**config.mk**
```make
export PLATFORM = sky130hd
export DESIGN_NAME = fifo_rr_arbiter
export DESIGN_NICKNAME = d
export VERILOG_FILES = /design/src/rtl/fifo_route_pkg.sv /design/src/rtl/rr_pick4.sv /design/src/rtl/fifo_rr_arbiter.sv
export SDC_FILE = /design/constraint.sdc
export NUM_CORES = 1
export LEC_CHECK = 0
export BUFFER_PORTS_ARGS = -buffer_cell sky130_fd_sc_hd__buf_2
export CELL_PAD_IN_SITES_DETAIL_PLACEMENT = 1
export CELL_PAD_IN_SITES_GLOBAL_PLACEMENT = 2
export CORE_UTILIZATION = 32
export DETAILED_ROUTE_END_ITERATION = 6
export MAX_ROUTING_LAYER = met4
export PLACE_DENSITY_LB_ADDON = 0.1
export SLEW_MARGIN = 0
export SYNTH_ARGS = -nofsm -noshare
export SYNTH_HDL_FRONTEND = slang
export SYNTH_SLANG_ARGS = --single-unit
```
**constraint.sdc**
```tcl
create_clock -name i_clk -period 3.25 [get_ports i_clk]
set_input_delay 0.1625 -clock i_clk [delete_from_list [all_inputs] [get_ports i_clk]]
set_output_delay 0.1625 -clock i_clk [all_outputs]
set_load 0.005 [all_outputs]
```
**src/rtl/fifo_route_pkg.sv**
```systemverilog
// rtl/fifo_route_pkg.sv - shared constants and helpers for the FIFO routing stage
//
// Purpose : FSM state encodings, port/field geometry and a one-hot helper
//           shared by the round-robin arbiter and its picker.
// Ports   : none (package).

package fifo_route_pkg;

  localparam int N_PORTS  = 4;
  localparam int DEST_W   = 2;
  localparam int WORD_W   = 10;
  // Destination field sits in the top DEST_W bits of each routed word ([9:8]).
  localparam int DEST_LSB = WORD_W - DEST_W;

  typedef logic [1:0] state_t;

  localparam state_t ST_RESET  = 2'd0;
  localparam state_t ST_INIT   = 2'd1;
  localparam state_t ST_IDLE   = 2'd2;
  localparam state_t ST_ACTIVE = 2'd3;

  function automatic logic [N_PORTS-1:0] onehot4(input logic [DEST_W-1:0] idx);
    return N_PORTS'(1) << idx;
  endfunction

endpackage

```
**src/rtl/rr_pick4.sv**
```systemverilog
// rtl/rr_pick4.sv - combinational 4-way round-robin picker
//
// Purpose : Finds the first eligible requester scanning ptr, ptr+1, ... mod 4.
// Ports   : i_elig[3:0]    eligible requesters (bit i = requester i)
//           i_ptr[1:0]     index with highest priority this cycle
//           o_gnt_valid    at least one requester is eligible
//           o_gnt_idx[1:0] winning requester index (0 when none)

module rr_pick4
  import fifo_route_pkg::*;
(
  input  logic [N_PORTS-1:0] i_elig,
  input  logic [1:0]         i_ptr,
  output logic               o_gnt_valid,
  output logic [1:0]         o_gnt_idx
);

  logic [1:0] w_cand;

  // Walk the ring from the far end towards ptr so the candidate closest to ptr
  // is the last one written and therefore wins.
  always_comb begin
    o_gnt_valid = 1'b0;
    o_gnt_idx   = 2'd0;
    w_cand      = i_ptr;
    for (int k = N_PORTS - 1; k >= 0; k--) begin
      w_cand = i_ptr + 2'(k);
      if (i_elig[w_cand]) begin
        o_gnt_valid = 1'b1;
        o_gnt_idx   = w_cand;
      end
    end
  end

endmodule

```
**src/rtl/fifo_rr_arbiter.sv**
```systemverilog
// rtl/fifo_rr_arbiter.sv - round-robin control stage for the 4x4 routing mux
//
// Purpose : Each cycle grants at most one input FIFO whose head word can be
//           accepted by its destination output FIFO, driving the mux select,
//           the input pop strobe and the output push strobe with zero latency.
// Ports   : i_clk                 rising-edge clock
//           i_reset               synchronous active-high reset
//           i_in_empty[3:0]       empty flags of input fifo0..3
//           i_head_dest[7:0]      head dest of input i at [2i+1:2i]
//           i_out_almost_full[3:0] almost-full flags of output fifo4..7
//           i_pause               hold off new grants
//           o_demux0[1:0]         mux select (grant index, else last grant)
//           o_pop[3:0]            one-hot pop to input fifos
//           o_push[3:0]           one-hot push to output fifos
//           o_idle                registered, 1 while FSM is IDLE
//           o_grant_cnt[4*CNT_W-1:0] saturating per-input grant counters

module fifo_rr_arbiter
  import fifo_route_pkg::*;
#(
  parameter int CNT_W = 8
) (
  input  logic                     i_clk,
  input  logic                     i_reset,
  input  logic [N_PORTS-1:0]       i_in_empty,
  input  logic [N_PORTS*DEST_W-1:0] i_head_dest,
  input  logic [N_PORTS-1:0]       i_out_almost_full,
  input  logic                     i_pause,
  output logic [1:0]               o_demux0,
  output logic [N_PORTS-1:0]       o_pop,
  output logic [N_PORTS-1:0]       o_push,
  output logic                     o_idle,
  output logic [N_PORTS*CNT_W-1:0] o_grant_cnt
);

  state_t                   r_state;
  state_t                   w_next_state;
  logic [1:0]               r_ptr;
  logic [1:0]               r_last_grant;
  logic                     r_idle;
  logic [N_PORTS*CNT_W-1:0] r_grant_cnt;

  logic [N_PORTS-1:0] w_elig;
  logic               w_gnt_valid;
  logic [1:0]         w_gnt_idx;
  logic               w_grant;
  logic [DEST_W-1:0]  w_gnt_dest;
  logic [CNT_W-1:0]   w_cnt_cur;

  // An input is eligible only when it has data and its head's target can take it,
  // so a blocked input never stalls the others.
  always_comb begin
    w_elig = '0;
    for (int i = 0; i < N_PORTS; i++) begin
      w_elig[i] = !i_in_empty[i] && !i_out_almost_full[i_head_dest[DEST_W*i +: DEST_W]];
    end
  end

  rr_pick4 u_pick (
    .i_elig      (w_elig),
    .i_ptr       (r_ptr),
    .o_gnt_valid (w_gnt_valid),
    .o_gnt_idx   (w_gnt_idx)
  );

  // Reset is folded in so pop/push drop in the very cycle reset rises.
  assign w_grant    = (r_state == ST_ACTIVE) && !i_pause && w_gnt_valid && !i_reset;
  assign w_gnt_dest = i_head_dest[{w_gnt_idx, 1'b0} +: DEST_W];
  assign w_cnt_cur  = r_grant_cnt[CNT_W*int'(w_gnt_idx) +: CNT_W];

  // FSM: state register
  always_ff @(posedge i_clk) begin
    if (i_reset) begin
      r_state <= ST_RESET;
    end else begin
      r_state <= w_next_state;
    end
  end

  // FSM: next-state logic
  always_comb begin
    w_next_state = r_state;
    case (r_state)
      ST_RESET:  w_next_state = ST_INIT;
      ST_INIT:   w_next_state = ST_IDLE;
      ST_IDLE:   if (i_in_empty != '1) w_next_state = ST_ACTIVE;
      ST_ACTIVE: if (i_in_empty == '1) w_next_state = ST_IDLE;
      default:   w_next_state = ST_RESET;
    endcase
  end

  // FSM: outputs
  always_comb begin
    o_pop    = '0;
    o_push   = '0;
    o_demux0 = r_last_grant;
    if (w_grant) begin
      o_pop    = onehot4(w_gnt_idx);
      o_push   = onehot4(w_gnt_dest);
      o_demux0 = w_gnt_idx;
    end
  end

  // Pointer, last grant and counters; INIT clears them just like reset.
  always_ff @(posedge i_clk) begin
    if (i_reset || (r_state == ST_INIT)) begin
      r_ptr        <= 2'd0;
      r_last_grant <= 2'd0;
      r_grant_cnt  <= '0;
    end else if (w_grant) begin
      r_ptr        <= w_gnt_idx + 2'd1;
      r_last_grant <= w_gnt_idx;
      if (w_cnt_cur != '1) begin
        r_grant_cnt[CNT_W*int'(w_gnt_idx) +: CNT_W] <= w_cnt_cur + CNT_W'(1);
      end
    end
  end

  // idle is registered from the next state so it lines up with r_state == ST_IDLE.
  always_ff @(posedge i_clk) begin
    if (i_reset) begin
      r_idle <= 1'b0;
    end else begin
      r_idle <= (w_next_state == ST_IDLE);
    end
  end

  assign o_idle      = r_idle;
  assign o_grant_cnt = r_grant_cnt;

endmodule
```
== Word level (Yosys, flattened, before mapping) ==
Cells that the tools add are included.

* Flip-flop bits (word level): 39
* Bits of input ports: 19
* Word-level logic and storage cells: 83

* Add/subtract/negate cells: 6
* $lt $le $gt $ge: 8
* Eq/ne operators: 7
* Shifts and indexed selects: 6
* Mux-type cells: 31
* Reductions and logical operators: 20

{| class="wikitable"
|+ Operators with widths
! kind !! count
|-
| $neg 5->33 || 1
|-
| $shift 8x33->32 const A || 1
|-
| $shiftx 8x33->32 || 1
|-
| $bwmux 32 || 1
|-
| $shiftx 32x6->8 || 1
|-
| $lt 2x3->1 const B || 8
|-
| $bmux 1 s2 || 8
|-
| $mux 2 || 7
|-
| $mux 1 || 12
|-
| $logic_not 1->1 || 10
|-
| $add 8x1->8 const B || 1
|-
| $mux 4 || 2
|-
| $ne 8x8->1 const B || 1
|-
| $pmux 2 s4 || 1
|-
| $shiftx 8x4->2 || 1
|-
| $shl 1x2->4 const A || 2
|-
| $logic_and 1x1->1 || 7
|-
| $eq 2x2->1 const B || 3
|-
| $add 2x1->2 const B || 2
|-
| $add 2x2->2 const B || 2
|-
| $eq 4x4->1 const B || 1
|-
| $ne 4x4->1 const B || 1
|-
| $eq 2x1->1 const B || 1
|-
| $logic_not 2->1 || 1
|-
| 2 further kinds || 2
|}

== Logic depth before layout (Yosys ltp) ==
Gate-level depths: netlist (run 1).

* Depth after elaboration: 14
* Mapped depth: 15

== Modules after synthesis ==
Synthesis (run 1) repeated with hierarchy kept, for this count alone.

* Cells, all modules: 228
* Area, all modules: 2164.6 µm²

{| class="wikitable"
|+ By module, submodules not included
! module !! instances !! cells each !! area an instance (µm²) !! seq. area each (µm²)
|-
| fifo_rr_arbiter || 1 || 215 || 2087.0 || 780.7
|-
| rr_pick4 || 1 || 13 || 77.6 || 0.0
|}

== Least setup slack after synthesis (run 1) ==
Ideal clock, no wire load.

* Kind: input -> register
* Start point: input i_head_dest[6]
* End point: register r_grant_cnt[30] (netlist: o_grant_cnt[30])
* Setup time: 117 ps
* Data arrival time: 2794 ps
* Setup slack: 339 ps
* Stages: 14
* Buffers on the path: 2
* Path through: mux4_2 nor2_4 a2bb2oi_2 o2111a_1 buf_6 inv_8 buf_6 a22oi_2 ha_1 inv_1 a221oi_4 nand3_2 xnor2_1 a32o_1

* Cells in the longest elaborated chain, start to end: 14
* Elaborated cells on any way between the ends: 30
* Classes of those cells: add/sub: 2; eq/ne: 1; shift: 3; mux: 19; reduce/logical: 5

{| class="wikitable"
|+ RTL lines
! element !! line !! text
|-
| start: declaration || fifo_rr_arbiter.sv:26 || <nowiki>input logic [N_PORTS*DEST_W-1:0] i_head_dest,</nowiki>
|-
| $bmux 1 s2 * || fifo_rr_arbiter.sv:55 || <nowiki>w_elig[i] = !i_in_empty[i] && !i_out_almost_full[i_head_dest[DEST_W*i +: DEST_W]];</nowiki>
|-
| $mux 1 (not written as such) * || fifo_rr_arbiter.sv:55 ||
|-
| $logic_not 1->1 * || fifo_rr_arbiter.sv:55 ||
|-
| $logic_and 1x1->1 * || fifo_rr_arbiter.sv:55 ||
|-
| $bmux 1 s2 || rr_pick4.sv:28 || <nowiki>if (i_elig[w_cand]) begin</nowiki>
|-
| $mux 1 (not written as such) || rr_pick4.sv:28 ||
|-
| $mux 2 (4 in series) || rr_pick4.sv:28 ||
|-
| $shiftx 32x6->8 || fifo_rr_arbiter.sv:69 || <nowiki>assign w_cnt_cur = r_grant_cnt[CNT_W*int'(w_gnt_idx) +: CNT_W];</nowiki>
|-
| $add 8x1->8 || fifo_rr_arbiter.sv:114 || <nowiki>r_grant_cnt[CNT_W*int'(w_gnt_idx) +: CNT_W] <= w_cnt_cur + CNT_W'(1);</nowiki>
|-
| $shiftx 8x33->32 || fifo_rr_arbiter.sv:114 ||
|-
| $bwmux 32 || fifo_rr_arbiter.sv:114 ||
|-
| end signal: indexed assignment || fifo_rr_arbiter.sv:114 ||
|-
| end: declaration || fifo_rr_arbiter.sv:41 || <nowiki>logic [N_PORTS*CNT_W-1:0] r_grant_cnt;</nowiki>
|}

Every way passes the cells marked *; elsewhere a longest branch is shown, timed or not. The select of a mux whose other input is x is not followed.
A chain may end at the register's enable or synchronous reset.

== Worst setup path in the final report (run 1) ==
* Start point: input i_head_dest[4]
* End point: register r_grant_cnt[30] (netlist: o_grant_cnt[30])

The elaborated chain is that of the path after synthesis.

==> flow_summary.toml, run 1 <==
[synth]
synth_ff_type = "dfxtp_1"
syn_inst = 289
synth_seq_cells = 39
async_reset_ff_frac = 0
synth_edf_count = 0
synth_cell_types = 62
syn_area_sq_um = 2620
yosys_warnings = 0
avgSynthCellArea_sq_um = 9.05
syn_nets = 316
ys_seq_area_frac = 0.299

[critical_path]
path_cells = "buf_2, mux4_2, nor2_4, a2bb2oi_2, o2111a_1, buf_12, inv_8, a21oi_1, a22oi_2, ha_1, inv_1, a221oi_4, a31oi_1, buf_4, nor2_1, a32o_1"
cp_data_required_time_ps = 3490
worst_ep_arrival_time_ps = 3250
critPathLaunchType = "primary input"
r2r_start = "r_ptr[0]$_SDFFE_PP0P_"
slowest_stage = "mux4_2"
slowest_delay_ps = 540
crit_path_start = "i_head_dest[4]"
crit_path_end_kind = "flip-flop"
worst-path-max-fanout = 13
worst-setup-path-type = "in -> reg"

[placement]
pre_cts_ws_ps = -46.8
place_congestion = 0.803
io_buffer_count = 61
dpl_cell_area_sq_um = 3150
dp_hpwl_mm = 6.47

[min_path]
worstHoldStart = "i_reset"
hold_class = "in -> reg"

[timing]
max_slew_margin = 0.680
hold_violations = 0
fin_crit_sh = 0.926
setup_slack_ps = 239
drv_slew = 0
timing.hold.ws_ps = 104
setup_violations = 0
clock_skew_ps = 9.04
period_minus_slack_ps = 3010
fmax_mhz = 332
rsz0062_at_grt = "false"
worst_pin_slew_ps = 479

[clock_tree]
ctsHoldBuffers = 0
insertion_delay_ps = 300
cts_setup_buffers = 0
cts-resized-gates = 0
root_buffer = "clkbuf_8"
ctsLongestPathBuffers = 2
tritoncts.num_buffers = 5
numClockSinks = 39
cts_tree = "yes"
cts-htree-levels = 2
path_clk_slew_ps = 80

[finish]
final_cell_mix = "buf_2, dfxtp_1, nand2_1"
insertedDiodeCount = 0
layout.area.seq_sq_um = 781
utilization = 0.420
final_area_sq_um = 3280
multi_input_area_sq_um = 1690
syn2layout_area_growth_pct = 25.4
final_nets = 395
fill_cells = 955
drive_gt1_frac = 0.341
layout_commonest_cell = "buf_2"

[routing]
wl_per_cell_microns = 17.9
via_per_inst = 5.24
drt_pass1_iterations = 4
drt_iter0_drc = 86
drc = 0
final_antenna_net_count = 0
drt-total-wl_mm = 8.45
vias = 2466

[power_and_ir_drop]
p_leak_nw = 1.40
powerDensity_nw_per_um2 = 371
total_power_mw = 1.22
peakVddDrop_uv = 147

[floorplan]
start_util = 0.335
ioPinCount = 62
row_count = 32
die_w_microns = 92.4
dieArea_sq_um = 8540
coreArea_sq_um = 7810
fp.dieH_microns = 92.4

[global_routing]
grt_max_degree = 19
overflow = 0
grt_pass1_vias = 2527
grt_usage = 0.217
grt_pass1_wl_mm = 13.8
antenna_found_initial = 0

[job]
maxCapViolations = 0

[status]
outcome = "finished, final reports clean"
-- cell usage after synthesis (3+ instances only) --
library cell	n	area, sq um
and2_1	10	62.6
a31o_1	3	26.3
a21oi_1	13	65.1
nor2_1	22	82.6
buf_2	3	15.0
nor2b_1	5	31.3
inv_1	7	26.3
nand2b_1	8	50.1
nor3_1	4	20.0
a21oi_2	3	26.3
ha_1	8	100
buf_6	7	78.8
o22ai_1	10	62.6
and3_1	3	18.8
nand3_1	14	70.1
mux2i_2	3	41.3
a31oi_1	3	18.8
nand4_1	5	31.3
a22oi_1	3	22.5
and4_1	3	26.3
a211oi_1	5	37.5
nand2_1	31	116
mux2i_1	23	230
dfxtp_1	39	781
-- final timing paths --
kind	endpoint	slack [ps]	depth (start not counted)
setup / recovery	o_grant_cnt[30]$_SDFFE_PP0P_	240	16
setup reg to reg	o_grant_cnt[30]$_SDFFE_PP0P_	250	15
hold reg to reg	r_state[0]$_SDFF_PP0_	500	1
hold / removal	r_state[1]$_SDFF_PP0_	100	2
-- worst max-delay path, delay by kind of cell --
family          cells  cell delay, ps
compound gates      7            1390
fa+ha+maj           1             190
buf+inv             5             640
simple gates        2             320
mux                 1             540
-- through the flow --
stage / TNS (ps) / instances
after floorplan: 0 / 289
after global placement: 0 / 463
after detailed placement: -255 / 463
after CTS: 0 / 471
after global routing: 0 / 471
final: 0 / 471
-- registers in the layout, summed over array words and instances, names as in the netlist --
signal / count
o_grant_cnt: 32
o_idle: 1
r_state: 2
r_ptr: 2
r_last_grant: 2
-- cell families after synthesis --
| kind of cell | share of synthesized area |
|---|---|
| and+or+nand+nor | 0.235 |
| AOI/OAI and AO/OA | 0.211 |
| DFF | 0.299 |
| muxes | 0.138 |
| buffers and inverters | 0.0598 |
| adders and majority gates | 0.0383 |
| xor gates and xnor gates | 0.0196 |
-- layout make-up --
type	count	share of cell area
Clock buffer	6	0.0252
Clock inverter	2	0.0107
Inverter	9	0.0134
Multi-Input combinational cell	227	0.516
Sequential cell	39	0.238
Tap cell	102	0.0389
Timing Repair Buffer	86	0.158
-- where the power goes --
| part | switching, mW | internal [mW] | total (mW) |
|---|---|---|---|
| clock | 0.183 | 0.249 | 0.432 |
| combinational | 0.178 | 0.123 | 0.301 |
| sequential | 0.00285 | 0.481 | 0.484 |
| total | 0.364 | 0.853 | 1.22 |
-- metal layers --
| metal | track usage | vias up | part of all wire |
|---|---|---|---|
| met5 | - | - | 0 |
| met1 | 0.286 | 1188 | 0.50 |
| li1 | - | 1220 | - |
| met4 | 0.0690 | 0 | 0.019 |
| met2 | 0.344 | 46 | 0.46 |
| met3 | 0.0255 | 12 | 0.023 |
(Power assumes the default switching activity.)
==> run 2: changes to the inputs <==
CORE_ASPECT_RATIO = 2   (was default)
SETUP_SLACK_MARGIN = 0.15   (was default)
TNS_END_PERCENT = 10   (was default)
==> run 2 against run 1 <==
Net effect:
- critical path depth increased by 1
- critical endpoint is now o_grant_cnt[8]$_SDFFE_PP0P_
- clock skew down 5.9 ps
- clock power up 6.3%
- maximum frequency is 1.7% higher
- non-clock buffer count grew 8
==> flow_summary.toml, run 2 (synthesis results as in run 1) <==
[status]
outcome = "finished, final reports clean"

[power_and_ir_drop]
powerDensity_nw_per_um2 = 377
total_power_mw = 1.26
peakVddDrop_uv = 287
p_leak_nw = 1.44

[routing]
drt_iter0_drc = 72
wl_per_cell_microns = 21.1
via_per_inst = 5.44
drc = 0
final_antenna_net_count = 0
drt-total-wl_mm = 9.92
drt_pass1_iterations = 4
vias = 2561

[finish]
utilization = 0.420
fill_cells = 984
layout_commonest_cell = "buf_2"
final_nets = 403
drive_gt1_frac = 0.360
largest_reg_flops = 32
final_cell_mix = "buf_2, dfxtp_1, buf_4"
syn2layout_area_growth_pct = 27.6
insertedDiodeCount = 0
fin_cells = 471

[critical_path]
critPathLaunchType = "primary input"
slowest_delay_ps = 530
worst_ep_arrival_time_ps = 3100
cp_top_family = "multiplexers"
worst-path-max-fanout = 7
cp_data_required_time_ps = 3390
worst-setup-path-type = "in -> reg"
r2r_start = "r_ptr[1]$_SDFFE_PP0P_"
path_cells = "buf_2, mux4_2, nor2_4, o221a_1, o21a_4, inv_4, mux2i_2, mux2i_2, ha_1, inv_1, a221oi_4, buf_4, buf_4, a31oi_2, buf_4, mux2i_1, nor2_1"
crit_buf_inv = 6
critPathMostFrequentCell = "buf_4"
slowest_stage = "mux4_2"
crit_path_end_kind = "flip-flop"
crit_path_start = "i_head_dest[4]"

[clock_tree]
numClockSinks = 39
insertion_delay_ps = 280
path_clk_slew_ps = 50
ctsLongestPathBuffers = 2
cts-htree-levels = 2
cts_tree = "yes"
tritoncts.num_buffers = 5
root_buffer = "clkbuf_16"

[min_path]
hold_class = "in -> reg"
worstHoldStart = "i_reset"

[floorplan]
ioPinCount = 62
start_util = 0.329
fp.dieH_microns = 130
row_count = 46
dieArea_sq_um = 8560
die_w_microns = 65.9
coreArea_sq_um = 7940

[timing]
worst_pin_slew_ps = 826
fin_crit_sh = 0.911
setup_slack_ps = 288
rsz0062_at_grt = "false"
setup_violations = 0
tns_ps = 0
max_slew_margin = 0.450
drv_slew = 0
hold_violations = 0
clock_skew_ps = 3.13
period_minus_slack_ps = 2960
fmax_mhz = 338

[global_routing]
grt_max_degree = 20
grt_usage = 0.250
grt_pass1_wl_mm = 14.9
grt_pass1_vias = 2695
antenna_found_initial = 0
overflow = 0

[placement]
place_congestion = 0.883
dp_hpwl_mm = 8.04
dp_cells = 460
io_buffer_count = 61
pre_cts_ws_ps = -54.9

[job]
maxCapViolations = 0
## run 2: changes by cell type in the layout (fill, tap and decap cells not counted), sizes merged
| cell | delta |
|---|---|
| bufinv | -1 |
| clkinv | -1 |
| buf | +8 |
## run 2: worst register-to-register path, delay by kind of cell, from the launching register on
kind | cells | cell delay [ps]
compound gates | 4 | 680
fa+ha+maj | 1 | 210
buf+inv | 5 | 740
flops | 1 | 400
mux | 3 | 610
simple gates | 2 | 140
## run 2: layer usage
layer  GRT usage  wire, microns  vias up
met4       0.120            285        0
met5           -              0        -
met2       0.501           6010       57
met1       0.216           3370     1259
li1            -              -     1227
met3      0.0297            250       18
## run 2: area by class of cell
| class | instances | area [sq um] | share of cell area |
|---|---|---|---|
| Clock buffer | 6 | 129 | 0.0386 |
| Timing Repair Buffer | 94 | 557 | 0.167 |
| Inverter | 9 | 43.8 | 0.0131 |
| Sequential cell | 39 | 781 | 0.234 |
| Tap cell | 96 | 120 | 0.0360 |
| Multi-Input combinational cell | 227 | 1710 | 0.511 |
## run 2: worst paths after layout
path	end	slack (ps)	depth (start not counted)
worst max-delay path	o_grant_cnt[8]$_SDFFE_PP0P_	290	17
worst min-delay path	r_state[1]$_SDFF_PP0_	130	2
worst max register to register	o_grant_cnt[8]$_SDFFE_PP0P_	330	15
worst min register to register	o_grant_cnt[15]$_SDFFE_PP0P_	480	2
## run 2: through the flow
stage          hold WS [ps]  area [sq um]
3_3_place_gp            420          3140
2_1_floorplan           247          2620
5_1_grt                 151          3340
6_report                131          3340
4_1_cts                 130          3270
3_5_place_dp            427          3140
## run 2: power breakdown
| part | switching, mW | internal (mW) |
|---|---|---|
| Clock | 0.183 | 0.276 |
| Combinational | 0.191 | 0.122 |
| Sequential | 0.00271 | 0.482 |
| Total | 0.376 | 0.880 |
## run 2: repair_timing
| action | 4_1_cts | 5_1_grt |
|---|---|---|
| hold buffers | 0 | 0 |
| endpoints found under the setup margin | 0 | 20 |
| buffers inserted | 0 | 5 |
| resized for setup | 0 | 7 |
